## config.mk

```make
export PLATFORM = sky130hd
export DESIGN_NAME = addsub_seq
export DESIGN_NICKNAME = d
export VERILOG_FILES = /design/src/rtl/addsub_pkg.sv /design/src/rtl/addsub_eval_timer.sv /design/src/rtl/addsub_seq.sv
export SDC_FILE = /design/constraint.sdc
export NUM_CORES = 1
export LEC_CHECK = 0
export CAP_MARGIN = 20
export CORE_MARGIN = 2
export CORE_UTILIZATION = 37
export CTS_CLUSTER_DIAMETER = 40
export DETAILED_ROUTE_END_ITERATION = 10
export GPL_TIMING_DRIVEN = 0
export PLACE_DENSITY = 0.77
export SYNTH_ARGS = -nofsm -noshare
export SYNTH_HDL_FRONTEND = slang
export SYNTH_SLANG_ARGS = --single-unit
```

## constraint.sdc

```tcl
create_clock -name clk -period 1.5 [get_ports clk]
set_clock_uncertainty 0.05 [all_clocks]
set_input_delay 0.3 -clock clk [delete_from_list [all_inputs] [get_ports clk]]
set_output_delay 0.3 -clock clk [all_outputs]
set_load 0.05 [all_outputs]
```

## src/rtl/addsub_pkg.sv

```systemverilog
// Shared types and constants for the add/subtract sequencer.
//   state_e        : sequencer FSM states
//   DEF_WIDTH      : default operand/sum width
//   DEF_EVAL_CYCLES: default number of evaluate cycles before capture
//   eval_cnt_width : width of the evaluate down-counter for a given cycle count
package addsub_pkg;

  typedef enum logic [1:0] {
    IDLE = 2'd0,
    PRE  = 2'd1,
    EVAL = 2'd2,
    DONE = 2'd3
  } state_e;

  localparam int unsigned DEF_WIDTH       = 8;
  localparam int unsigned DEF_EVAL_CYCLES = 2;

  // Counter must be able to hold EVAL_CYCLES-1; sized on EVAL_CYCLES+1 so it is never zero-width.
  function automatic int unsigned eval_cnt_width(input int unsigned eval_cycles);
    return $clog2(eval_cycles + 1);
  endfunction

endpackage

```

## src/rtl/addsub_eval_timer.sv

```systemverilog
// Loadable down-counter timing the domino evaluate window.
// Ports:
//   clk, rst_n : clock, async active-low reset
//   load       : load count with load_val (has priority over dec)
//   dec        : decrement count, saturating at zero
//   load_val   : value loaded on load
//   zero_c     : combinational flag, count == 0
module addsub_eval_timer #(
  parameter int unsigned CNT_W = 2
) (
  input  logic             clk,
  input  logic             rst_n,
  input  logic             load,
  input  logic             dec,
  input  logic [CNT_W-1:0] load_val,
  output logic             zero_c
);

  logic [CNT_W-1:0] count_q;

  // Count register
  always_ff @(posedge clk or negedge rst_n) begin
    if (!rst_n) begin
      count_q <= '0;
    end else if (load) begin
      count_q <= load_val;
    end else if (dec && (count_q != '0)) begin
      count_q <= count_q - CNT_W'(1);
    end
  end

  assign zero_c = (count_q == '0);

endmodule

```

## src/rtl/addsub_seq.sv

```systemverilog
// Sequencer and register stage around the domino add/subtract datapath.
// Accepts A/B/sub over a valid/ready handshake, holds them on the datapath,
// runs one precharge cycle then EVAL_CYCLES evaluate cycles, captures the
// datapath sum/carry-out, and offers the result over a second handshake.
// Optional feature: define ADDSUB_OVF_EN to generate the signed-overflow
// flag; otherwise ovf is tied to 0.
// Ports:
//   clk, rst_n           : clock, async active-low reset
//   in_valid / in_ready  : operand handshake
//   a, b, sub            : operands, sub=1 selects a-b
//   dp_a, dp_b, dp_sub   : registered operands driven to the datapath
//   dp_eval              : registered domino evaluate enable (0 = precharge)
//   dp_sum, dp_cout      : datapath result
//   out_valid / out_ready: result handshake
//   sum, cout, ovf       : captured result (cout=1 on subtract means no borrow)
module addsub_seq
  import addsub_pkg::*;
#(
  parameter int unsigned WIDTH       = DEF_WIDTH,
  parameter int unsigned EVAL_CYCLES = DEF_EVAL_CYCLES
) (
  input  logic             clk,
  input  logic             rst_n,
  input  logic             in_valid,
  output logic             in_ready,
  input  logic [WIDTH-1:0] a,
  input  logic [WIDTH-1:0] b,
  input  logic             sub,
  output logic [WIDTH-1:0] dp_a,
  output logic [WIDTH-1:0] dp_b,
  output logic             dp_sub,
  output logic             dp_eval,
  input  logic [WIDTH-1:0] dp_sum,
  input  logic             dp_cout,
  output logic             out_valid,
  input  logic             out_ready,
  output logic [WIDTH-1:0] sum,
  output logic             cout,
  output logic             ovf
);

  localparam int unsigned CNT_W = eval_cnt_width(EVAL_CYCLES);

  // Parameter sanity
  generate
    if (EVAL_CYCLES < 1) begin : g_bad_eval_cycles
      $error("addsub_seq: EVAL_CYCLES must be at least 1");
    end
    if (WIDTH < 2) begin : g_bad_width
      $error("addsub_seq: WIDTH must be at least 2");
    end
  endgenerate

  state_e state_q;
  state_e state_d;
  logic   accept_c;
  logic   capture_c;
  logic   tmr_load_c;
  logic   tmr_dec_c;
  logic   tmr_zero_c;

  // Evaluate window timer
  addsub_eval_timer #(
    .CNT_W (CNT_W)
  ) u_eval_timer (
    .clk      (clk),
    .rst_n    (rst_n),
    .load     (tmr_load_c),
    .dec      (tmr_dec_c),
    .load_val (CNT_W'(EVAL_CYCLES - 1)),
    .zero_c   (tmr_zero_c)
  );

  // FSM state register plus registered handshake/evaluate outputs (decoded from next state)
  always_ff @(posedge clk or negedge rst_n) begin
    if (!rst_n) begin
      state_q   <= IDLE;
      in_ready  <= 1'b1;
      out_valid <= 1'b0;
      dp_eval   <= 1'b0;
    end else begin
      state_q   <= state_d;
      in_ready  <= (state_d == IDLE);
      out_valid <= (state_d == DONE);
      dp_eval   <= (state_d == EVAL);
    end
  end

  // Next-state and timer control
  always_comb begin
    state_d    = state_q;
    accept_c   = 1'b0;
    capture_c  = 1'b0;
    tmr_load_c = 1'b0;
    tmr_dec_c  = 1'b0;
    case (state_q)
      IDLE: begin
        if (in_valid) begin
          accept_c = 1'b1;
          state_d  = PRE;
        end
      end
      PRE: begin
        tmr_load_c = 1'b1;
        state_d    = EVAL;
      end
      EVAL: begin
        // Last evaluate cycle is the one that finds the counter already at zero.
        if (tmr_zero_c) begin
          capture_c = 1'b1;
          state_d   = DONE;
        end else begin
          tmr_dec_c = 1'b1;
        end
      end
      DONE: begin
        if (out_ready) begin
          state_d = IDLE;
        end
      end
      default: state_d = IDLE;
    endcase
  end

  // Operand registers, updated only on accept
  always_ff @(posedge clk or negedge rst_n) begin
    if (!rst_n) begin
      dp_a   <= '0;
      dp_b   <= '0;
      dp_sub <= 1'b0;
    end else if (accept_c) begin
      dp_a   <= a;
      dp_b   <= b;
      dp_sub <= sub;
    end
  end

  // Result registers, sampled on the final evaluate edge only
  always_ff @(posedge clk or negedge rst_n) begin
    if (!rst_n) begin
      sum  <= '0;
      cout <= 1'b0;
    end else if (capture_c) begin
      sum  <= dp_sum;
      cout <= dp_cout;
    end
  end

`ifdef ADDSUB_OVF_EN
  logic bx_msb_c;
  logic ovf_c;

  // Overflow when the effective operands agree in sign but the sum does not
  assign bx_msb_c = dp_b[WIDTH-1] ^ dp_sub;
  assign ovf_c    = (dp_a[WIDTH-1] == bx_msb_c) && (dp_sum[WIDTH-1] != dp_a[WIDTH-1]);

  always_ff @(posedge clk or negedge rst_n) begin
    if (!rst_n) begin
      ovf <= 1'b0;
    end else if (capture_c) begin
      ovf <= ovf_c;
    end
  end
`else
  assign ovf = 1'b0;
`endif

endmodule

```

==> summary.md <==
| Metric | Value |
|---|---|
| Outcome | finished clean |
| Origin of the critical flop-to-flop path | state_q[1] |
| Post-Synth XOR/XNOR Area | 0% |
| Syn Inst Count | 88 |
| #FFs+latches synth | 33 |
| Final net count | 192 |
| Pre-Repair DR Iteration Count | 2 |
| DRC viols | 0 |
| Area leader, netlist | dfrtp_1 |
| Worst setup SP type | flip-flop |
| Die X | 64.60 µm |
| Data required, critical path | 1.62 ns |
| DR WL/cell | 14.88 µm |
| Final Max Slew Viols | 0 |
| Number of port buffers | 58 |
| Compound-Gate Fraction of Synth Area | 2.670% |
| Syn Nets | 119 |
| Commonest register cell after synthesis | dfrtp_1 |
| Clk buf depth | 2 |
| Met3 GRT Util | 6.597% |
| Crit end category | flip-flop |
| CTS Buf Count | 5 |
| Vias in the first global route | 1,015 |
| Synth top area cells | dfrtp_1 (59%), mux2_2 (15%), mux2_4 (9.9%) |
| Initial Util | 37.68% |
| Gr ovfl total | 0 |
| Clk root buf | clkbuf_8 |
| Final hold violations | 0 |
| H-tree levels | 2 |
| Die Height | 64.60 µm |
| First-pass GRT wire length | 4.885 mm |
| R2R setup slack | 0.04 ns |
| Clock latency on the worst-skew pair | 0.28 ns |
| Wirelength, routed | 3.124 mm |
| Final worst path period need | 1.456 ns |
| Initial antenna violation count | 0 |
| GR Util met2 | 27.86% |
| Rows | 22 |
| Avg Inst Size Synth | 15.44 µm² |
| Final Wtd Congestion | 0.6219 |
| Synth cell count leaders | dfrtp_1 (32), mux2_2 (18), mux2_4 (9) |
| Most frequent cell after synthesis | dfrtp_1 |
| Clk slew on worst S/H paths | 0.07 ns |
| HPWL after detailed placement | 2.018 mm |
| GRT busiest layer | met2 |
| Relative slew slack | 50.56% |
| ANT cells | 0 |
| Simple-gate share of the synthesized area | 5.617% |
| FF-to-FF path depth | 6 |
| Worst flop-to-flop path endpoint | dp_a[2] |
| Area fraction of the dominant cell type after synthesis | 58.93% |
| Layout filler cell count | 314 |
| Main combinational cell family by area after synthesis | multiplexers |
| Die ar. | 4173 µm² |
| Sequential fraction of the synthesis area | 60.87% |
| Hold_ws | 0.03022 ns |
| Detailed Route Iter0 Violations | 28 |
| Worst Setup EP | dp_a[2] |
| RSZ-0062 raised after global routing | true |
| Crit-path max FO | 6 |
| Ys async rst share | 100.0% |
| Vias per Instance | 4.610 |
| Routed Antenna Nets | 0 |
| Largest net degree at the start of global routing | 34 |
| Final cell count without fillers | 210 |
| M1 GR Usage | 17.85% |
| Core area | 3606 µm² |
| Synth Cell Area | 1359 µm² |
| Finish-stage setup viols | 0 |
| DR vias | 968 |
| Synthesis Warnings | 0 |
| Post-synthesis cell type count | 23 |
| Post-Place Cells | 194 |
| Top Ports | 60 |
| CTS tree | done |
| Hold Crit Class | input port to async pin |
| Final core occ | 57.98% |
| Hold buffers post-CTS | 0 |
| Layout cell share with drive strength beyond 1 | 51.23% |
| CTS sink count | 33 |
| Worst setup startpoint | state_q[1] |
| Post-synth EDFFs | 0 |
| Tot GR Track Use | 16.32% |
| Final worst-path cycle share | 97.09% |
| Worst Path Arrival | 1.57 ns |
| Measured slew at the worst slew-check pin | 0.7415 ns |
| Mux share of post-synthesis cell area | 24.86% |
| Setup Crit Path Kind | flip-flop to flip-flop |
| Max cap viols | 0 |
| Highest Clock Rate | 686.7 MHz |
| Synth Area in Adders | 0.9208% |
| Layout area overhead | 53.87% |
## per-layer routing
metal  vias up  wire length [µm]
li1        447                 -
met1       478              1211
met2        39              1659
met3         4               215
met4         0                38
met5         -                 0
## area by class of cell
| type | instances | area, µm² | share of cell area, % |
|---|---|---|---|
| well taps | 48 | 60.06 | 2.873 |
| repair buffers | 67 | 585.6 | 28.01 |
| flip-flops and latches | 33 | 827.0 | 39.56 |
| multi-input cells | 49 | 490.5 | 23.46 |
| clock buffers | 8 | 90.09 | 4.309 |
| inverters | 2 | 7.507 | 0.3591 |
| plain buffers | 3 | 30.03 | 1.436 |
## cell families after synthesis
logic type | Yosys count
DFF | 33
muxes | 27
and+or+nand+nor | 13
buffers and inverters | 7
AOI/OAI and AO/OA | 6
adders and majority gates | 1
other | 1
## cell usage in the layout (no fill, tap or decap)
cell             instances
buf_4                    7
nor2_4                   1
clkbuf_8                 6
o21a_1                   2
nor4b_1                  1
mux2_2                  18
buf_16                   1
a21oi_1                  1
o21ai_0                  2
clkdlybuf4s50_1         28
inv_1                    2
dfstp_2                  1
buf_6                    2
and3_1                   1
buf_2                    2
ha_2                     1
clkbuf_1                 2
conb_1                   1
and2_4                   1
buf_12                   2
clkdlybuf4s15_1          1
clkbuf_2                21
mux2_4                   9
a31oi_1                  1
nand2_2                  2
nor3_1                   2
or2_2                    2
nor2b_1                  1
dfrtp_1                 32
nor2b_4                  1
clkdlybuf4s15_2          6
nor2_1                   2
## registers in the layout, summed over array words and instances (netlist names)
signal / flops
sum: 8
dp_sub: 1
cout: 1
dp_a: 8
in_ready: 1
dp_b: 8
state_q: 2
out_valid: 1
u_eval_timer.count_q: 2
dp_eval: 1
## through the flow
step	worst slack [ns]	setup TNS, ns	cell area, µm²
2_1_floorplan	0.02121	0	1361
3_3_place_gp	-0.5164	-19.26	2002
3_5_place_dp	-0.2182	-3.250	1997
4_1_cts	-0.02445	-0.1026	2168
5_1_grt	-0.02502	-0.09602	2091
6_report	0.04368	0	2091
## worst min-delay path by stage
stage | cells past startpoint | end | start | slack [ns]
floorplan | 0 | cout | rst_n | -0.05
global placement | 2 | u_eval_timer.count_q[1] | u_eval_timer.count_q[1] | 0.43
detailed placement | 1 | sum[7] | rst_n | 0.35
CTS | 1 | cout | rst_n | 0.05
global route | 1 | dp_eval | rst_n | 0.07
finish | 1 | sum[2] | rst_n | 0.03
## what timing repair did
item	in CTS	in global routing
pin swaps	3	1
cloned	2	0
buffers inserted	4	4
endpoints found under the hold margin	0	0
resized for setup	65	30
setup endpoints to repair	47	37
## critical path: stages (launching register included)
cell and delay, ns:
dfrtp_1 0.37, buf_6 0.13, nor2_4 0.10, and2_4 0.19, buf_12 0.11, buf_16 0.11
mux2_4 0.29
Power is not shown: default switching activity piles up to over one toggle a cycle in this logic, so the estimate is an artifact.
